[src/rtl/pdm_cic_decimator_if.sv]
// -----------------------------------------------------------------------------
// pdm_cic_decimator_if
// Groups the PDM sample-side and PCM result-side signals of one decimator
// channel into a single bundle.
//   PDM_EN    : one-cycle PDM bit strobe (driven by the PDM front end)
//   pdm_in    : PDM data bit, meaningful only while PDM_EN is high
//   cic_out   : 17-bit signed decimated sample, held between strobes
//   cic_valid : one-cycle pulse when cic_out updates
//   cic_sat   : one-cycle pulse, coincident with cic_valid, when clamped
// master = PDM source / PCM consumer side, slave = the decimator itself.
// -----------------------------------------------------------------------------
interface pdm_cic_decimator_if;
  logic               PDM_EN;
  logic               pdm_in;
  logic signed [16:0] cic_out;
  logic               cic_valid;
  logic               cic_sat;

  modport master (
    output PDM_EN,
    output pdm_in,
    input  cic_out,
    input  cic_valid,
    input  cic_sat
  );

  modport slave (
    input  PDM_EN,
    input  pdm_in,
    output cic_out,
    output cic_valid,
    output cic_sat
  );
endinterface

[src/rtl/pdm_cic_decimator.sv]
// -----------------------------------------------------------------------------
// pdm_cic_decimator
// 4-stage Hogenauer CIC decimator for one PDM microphone channel. Converts the
// 1-bit PDM stream into 17-bit signed PCM at 1/2^DEC_LOG2 of the PDM bit rate.
// Ports:
//   PDMCLK : the only clock, all state changes on its rising edge
//   RST    : synchronous active-high reset (clears every register)
//   bus    : slave side of pdm_cic_decimator_if (PDM_EN, pdm_in in;
//            cic_out, cic_valid, cic_sat out, all outputs registered)
// Parameter:
//   DEC_LOG2 : log2 of the decimation ratio R, legal range 3..8
// -----------------------------------------------------------------------------
module pdm_cic_decimator #(
  parameter int DEC_LOG2 = 5
) (
  input  logic              PDMCLK,
  input  logic              RST,
  pdm_cic_decimator_if.slave bus
);

  localparam int N         = 4;
  // Full-scale R^N plus sign needs N*DEC_LOG2+2 bits; wrap beyond that is
  // harmless because the combs take differences modulo 2^W.
  localparam int W         = N * DEC_LOG2 + 2;
  // Small ratios would need a left shift to reach 17 bits; they are left
  // unscaled instead, so the shift never goes negative.
  localparam int SHIFT_RAW = N * DEC_LOG2 + 1 - 17;
  localparam int SHIFT     = (SHIFT_RAW > 0) ? SHIFT_RAW : 0;
  // Scaled value is held wide enough to see an overflow of the 17-bit range.
  localparam int YW        = (W > 18) ? W : 18;

  localparam logic [DEC_LOG2-1:0] CNT_LAST = {DEC_LOG2{1'b1}};
  localparam logic signed [YW-1:0] POS_LIM = YW'(18'sd65535);
  localparam logic signed [YW-1:0] NEG_LIM = YW'(-18'sd65536);

  logic signed [W-1:0]  integ_r [N];
  logic [DEC_LOG2-1:0]  cnt_r;
  logic signed [W-1:0]  comb_in_r;
  logic                 comb_in_vld_r;
  logic signed [W-1:0]  comb_r [N];
  logic signed [W-1:0]  dly_r [N];
  logic [N-1:0]         comb_vld_r;
  logic signed [16:0]   out_r;
  logic                 valid_r;
  logic                 sat_r;

  logic signed [W-1:0]  x_s;
  logic                 dec_evt_s;
  logic signed [YW-1:0] scaled_s;
  logic signed [16:0]   y_s;
  logic                 clamp_s;

  // Map the PDM bit to +1/-1 and detect the decimation event.
  always_comb begin
    x_s       = bus.pdm_in ? W'(2'sb01) : W'(2'sb11);
    dec_evt_s = bus.PDM_EN && (cnt_r == CNT_LAST);
  end

  // Integrator cascade, decimation counter and comb input latch.
  always_ff @(posedge PDMCLK) begin
    if (RST) begin
      for (int k = 0; k < N; k++) begin
        integ_r[k] <= '0;
      end
      cnt_r         <= '0;
      comb_in_r     <= '0;
      comb_in_vld_r <= 1'b0;
    end else begin
      comb_in_vld_r <= dec_evt_s;
      if (bus.PDM_EN) begin
        integ_r[0] <= integ_r[0] + x_s;
        // Each stage accumulates the previous stage's pre-update value.
        for (int k = 1; k < N; k++) begin
          integ_r[k] <= integ_r[k] + integ_r[k-1];
        end
        // Counter is exactly DEC_LOG2 bits wide, so R-1 wraps to 0 by itself.
        cnt_r <= cnt_r + 1'b1;
        if (dec_evt_s) begin
          // Post-update value of the last integrator.
          comb_in_r <= integ_r[N-1] + integ_r[N-2];
        end
      end
    end
  end

  // Comb pipeline: each stage subtracts its own previous input when a token arrives.
  always_ff @(posedge PDMCLK) begin
    if (RST) begin
      for (int k = 0; k < N; k++) begin
        comb_r[k] <= '0;
        dly_r[k]  <= '0;
      end
      comb_vld_r <= '0;
    end else begin
      comb_vld_r <= {comb_vld_r[N-2:0], comb_in_vld_r};
      if (comb_in_vld_r) begin
        comb_r[0] <= comb_in_r - dly_r[0];
        dly_r[0]  <= comb_in_r;
      end
      for (int k = 1; k < N; k++) begin
        if (comb_vld_r[k-1]) begin
          comb_r[k] <= comb_r[k-1] - dly_r[k];
          dly_r[k]  <= comb_r[k-1];
        end
      end
    end
  end

  // Scale the last comb stage to 17 bits and clamp to the signed range.
  always_comb begin
    scaled_s = YW'(comb_r[N-1]) >>> SHIFT;
    y_s      = scaled_s[16:0];
    clamp_s  = 1'b0;
    if (scaled_s > POS_LIM) begin
      y_s     = 17'sh0FFFF;
      clamp_s = 1'b1;
    end else if (scaled_s < NEG_LIM) begin
      y_s     = 17'sh10000;
      clamp_s = 1'b1;
    end else begin
      y_s     = scaled_s[16:0];
      clamp_s = 1'b0;
    end
  end

  // Output register: loads only when a token leaves the last comb stage.
  always_ff @(posedge PDMCLK) begin
    if (RST) begin
      out_r   <= '0;
      valid_r <= 1'b0;
      sat_r   <= 1'b0;
    end else begin
      valid_r <= comb_vld_r[N-1];
      sat_r   <= comb_vld_r[N-1] & clamp_s;
      if (comb_vld_r[N-1]) begin
        out_r <= y_s;
      end
    end
  end

  assign bus.cic_out   = out_r;
  assign bus.cic_valid = valid_r;
  assign bus.cic_sat   = sat_r;

endmodule

[src/flat_wrapper.sv]
// flat-port wrapper written by rule: the top's interface ports become plain ports
module pdm_cic_decimator_flat 
#(
  parameter int DEC_LOG2 = 5
)
  (PDMCLK, RST, bus_PDM_EN, bus_pdm_in, bus_cic_out, bus_cic_valid, bus_cic_sat);
  pdm_cic_decimator_if bus_i ();
  input  logic PDMCLK;
  input  logic RST;
  input wire logic [$bits(bus_i.PDM_EN)-1:0] bus_PDM_EN;
  input wire logic [$bits(bus_i.pdm_in)-1:0] bus_pdm_in;
  output wire logic [$bits(bus_i.cic_out)-1:0] bus_cic_out;
  output wire logic [$bits(bus_i.cic_valid)-1:0] bus_cic_valid;
  output wire logic [$bits(bus_i.cic_sat)-1:0] bus_cic_sat;
  assign bus_i.PDM_EN = bus_PDM_EN;
  assign bus_i.pdm_in = bus_pdm_in;
  assign bus_cic_out = bus_i.cic_out;
  assign bus_cic_valid = bus_i.cic_valid;
  assign bus_cic_sat = bus_i.cic_sat;
  pdm_cic_decimator #(.DEC_LOG2(DEC_LOG2)) u_core (.PDMCLK(PDMCLK), .RST(RST), .bus(bus_i));
endmodule
[config.mk]
export PLATFORM = sky130hd
export DESIGN_NAME = pdm_cic_decimator_flat
export DESIGN_NICKNAME = d
export VERILOG_FILES = /design/src/rtl/pdm_cic_decimator_if.sv /design/src/rtl/pdm_cic_decimator.sv /design/src/flat_wrapper.sv
export SDC_FILE = /design/constraint.sdc
export NUM_CORES = 1
export LEC_CHECK = 0
export ABC_AREA = 1
export CAP_MARGIN = 20
export CORE_MARGIN = 2
export CORE_UTILIZATION = 25
export CTS_BUF_LIST = sky130_fd_sc_hd__clkbuf_8 sky130_fd_sc_hd__clkbuf_16
export CTS_CLUSTER_DIAMETER = 50
export DETAILED_ROUTE_END_ITERATION = 8
export SLEW_MARGIN = 20
export SYNTH_ARGS = -nofsm -noshare
export SYNTH_HDL_FRONTEND = slang
export SYNTH_SLANG_ARGS = --single-unit
[constraint.sdc]
create_clock -name PDMCLK -period 4.2 [get_ports PDMCLK]
set_input_delay 0.42 -clock PDMCLK [delete_from_list [all_inputs] [get_ports PDMCLK]]
set_output_delay 0.42 -clock PDMCLK [all_outputs]
set_load 0.02 [all_outputs]
==> impl_results.md <==
* RePlAce Congestion at roughly 0.91
* Share of the synthesized area in the top cell type at 35.93%
* Cts repair resizes at 0
* CP Capture Type: flop
* CP Class: primary input to flop
* Detailed Routing Iterations Pass 1 at 5
* Diode count at 0
* Clk pin slew, worst setup/hold paths at 0.06 ns
* Rows at 108
* Grt ovf at 0
* Via count at 18,475
* Rel. slew slack at roughly two fifths
* Final instance area at 0.02485 mm^2
* Final hold vios at 0
* Layout cell share with drive strength beyond 1 at 5.416%
* Antenna Violating Nets Remaining at 0
* Most frequent cells in the layout: nand2_1 (673), inv_1 (502), nor2_1 (390), a21oi_1 (303), edfxtp_1 (260)
* Sequential element share of the synthesized area at a little over 40%
* Final worst-path cycle share at between 60% and 70%
* WHS at around 0.24 ns
* Commonest non-fill, non-tap cell in the layout: nand2_1
* Slew @ Worst Pin at about 0.89 ns
* Final setup TNS at 0 ns
* Final WL at 55,820 um
* DP HPWL at 42,900 um
* Total Routing Usage GR at roughly 12%
* Clock Skew at 0.01662 ns
* Synth warnings at 0
* Max Freq at 377.6 MHz
* Core area at 0.08648 mm^2
* CTS Buffer Depth at 3
* # DRC at 0
* Worst EP arrival at about 3 ns
* H-Tree Depth at 2
* First-pass GRT wire length at ~91,000 um
* Vias per inst at 4.456
* Pin count of the biggest net entering global routing at 57
* Die ar. at between 0.08 and 0.09 mm^2
* CTS Hold Bufs at 0
* Area after DPL at roughly 0.023 mm^2
* Insertion delay to the later sink of the worst-skew pair at 0.58 ns
* Number of antenna violations at the first check in global routing at 0
* LEAKAGE at 11.33 nW
* Startpoint Class: primary input
* Final worst path period need at 2.648 ns
* Vias in the first global route at 17,939
* Die W at 298.8 um
* Post-CTS setup buffer count at 0
* Post-synth top flop: edfxtp_1
* Root Buffer: clkbuf_16
* Tightest Hold Check Type: primary input to flop
* CTS buffer count at 43
* Clock tree sinks at 311
* RSZ-0062 raised after global routing: false
* Total Power at 0.008996 W
* Initial core utilization at 25.13%
* DRT iter0 DRCs at 1,146
* Crit path max fanout at 20
* Run status: finished clean
* Die Ht at around 300 um
* Port Buf Inserts at 22
* Synth unique cells at 43
* Nets at 3,136
* Cells after synthesis at 2,914
* Ports at 23
* Flops & latches, synth at 311
* Syn Nets at 3,093
* Post-synth ARST share at 0%
* Synth area leader: edfxtp_1
* Number of enable flip-flop cells after synthesis at 260
* CTS tree: done
* Dominant cells by area after synthesis: edfxtp_1 (36%), nand2_1 (12%), ha_1 (9.7%), inv_1 (8.6%), a21oi_1 (7.0%)
* Syn avg cell area at ~7.5 um^2
* Finish-stage setup viols at 0
* Peak VDD IR at 0.2599 mV
* Synth Cell Area at ~0.022 mm^2
* Max_cap viols at 0
* Drt wl/cell at 13.46 um
* P&R area growth vs syn at 14.37%
* Max-slew violations at 0
* WP data required at between 4 and 5 ns
* Path depth of the worst reg2reg path at 11
* PwrDens at 362.0 mW/mm^2
* Worst Hold Depth at 2
## layer usage
| layer | GRT usage, % | wire (um) |
|---|---|---|
| met5 | 0 | 0 |
| met3 | 1.905 | 2691 |
| met2 | 20.83 | 25350 |
| met1 | 16.21 | 26020 |
| met4 | 4.488 | 1754 |
## critical path, stage by stage
cell and delay (ns):
clkdlybuf4s50_1 0.49, inv_1 0.63, ha_1 0.40, a21oi_1 0.31, o21ai_2 0.15, nand2_1 0.08
nand2_1 0.13, nand2_1 0.09, nand2_1 0.05, o21ai_0 0.15, a21oi_1 0.06
## area by class of cell
| class | count | area (um^2) |
|---|---|---|
| well taps | 1155 | 1445 |
| flip-flops and latches | 311 | 8828 |
| fillers | 9412 | 61630 |
| repair buffers | 32 | 310.3 |
| inverters | 504 | 1892 |
| multi-input cells | 2065 | 10900 |
| clock inverters | 28 | 246.5 |
| clock buffers | 51 | 1231 |
## registers in the layout, summed over array words and instances (netlist names)
signal,flops
u_core.comb_vld_r,4
u_core.comb_r,84
u_core.integ_r,88
u_core.comb_in_vld_r,1
u_core.cnt_r,5
u_core.comb_in_r,22
u_core.dly_r,88
u_core.bus.cic_out,17
u_core.bus.cic_sat,1
u_core.bus.cic_valid,1
## power breakdown
group          switching [W]  internal [W]  leakage [nW]  total (W)
Clock                0.00150       0.00224         0.745    0.00374
Combinational        0.00110      0.000512          7.42    0.00161
Sequential          0.000128       0.00351          3.16    0.00364
## worst paths after layout
| check | slack, ns | startpoint | endpoint |
|---|---|---|---|
| min reg2reg | 0.46 | u_core.bus.cic_out[4]$_SDFFE_PP0P_ | u_core.bus.cic_out[4]$_SDFFE_PP0P_ |
| min | 0.24 | RST | u_core.comb_in_vld_r$_SDFF_PP0_ |
| max | 1.55 | bus_pdm_in | u_core.integ_r[0][12]$_SDFFCE_PN0P_ |
| max reg2reg | 1.64 | u_core.integ_r[0][0]$_SDFFCE_PN0P_ | u_core.integ_r[1][16]$_SDFFCE_PN0P_ |
## cell usage after synthesis, types with 4 or more instances
cell type,n
a21o_1,4
a21oi_1,303
a21oi_2,6
a31oi_1,4
and2_1,5
buf_1,9
buf_2,13
clkbuf_1,12
dfxtp_1,51
edfxtp_1,260
fa_1,7
ha_1,168
inv_1,496
inv_2,7
nand2_1,677
nand2_2,17
nand3_1,148
nand3_2,5
nand3b_1,17
nand4_1,22
nor2_1,391
nor2_2,15
nor3_1,32
nor4_1,5
o21a_1,25
o21ai_0,139
o21ai_1,6
o21ai_2,14
o21bai_1,18
xnor2_1,5
xor2_1,12
## kinds of logic after synthesis
logic type      Yosys count  synth area share [%]
simple gates           1346                 25.76
fa+ha+maj               175                 10.32
compound gates          527                 13.24
buf+inv                 538                 9.368
flops                   311                 40.63
xor+xnor                 17                0.6852
## stage by stage
step / util, % / setup slack [ns] / instances
floorplan: - / 1.207 / 2914
detailed placement: 26.99 / 1.014 / 4066
CTS: 28.69 / 1.617 / 4145
global route: 28.74 / 1.337 / 4146
global placement: 26.99 / 1.041 / 4066
finish: 28.74 / 1.552 / 4146
Power figures use the tool's default switching activity.
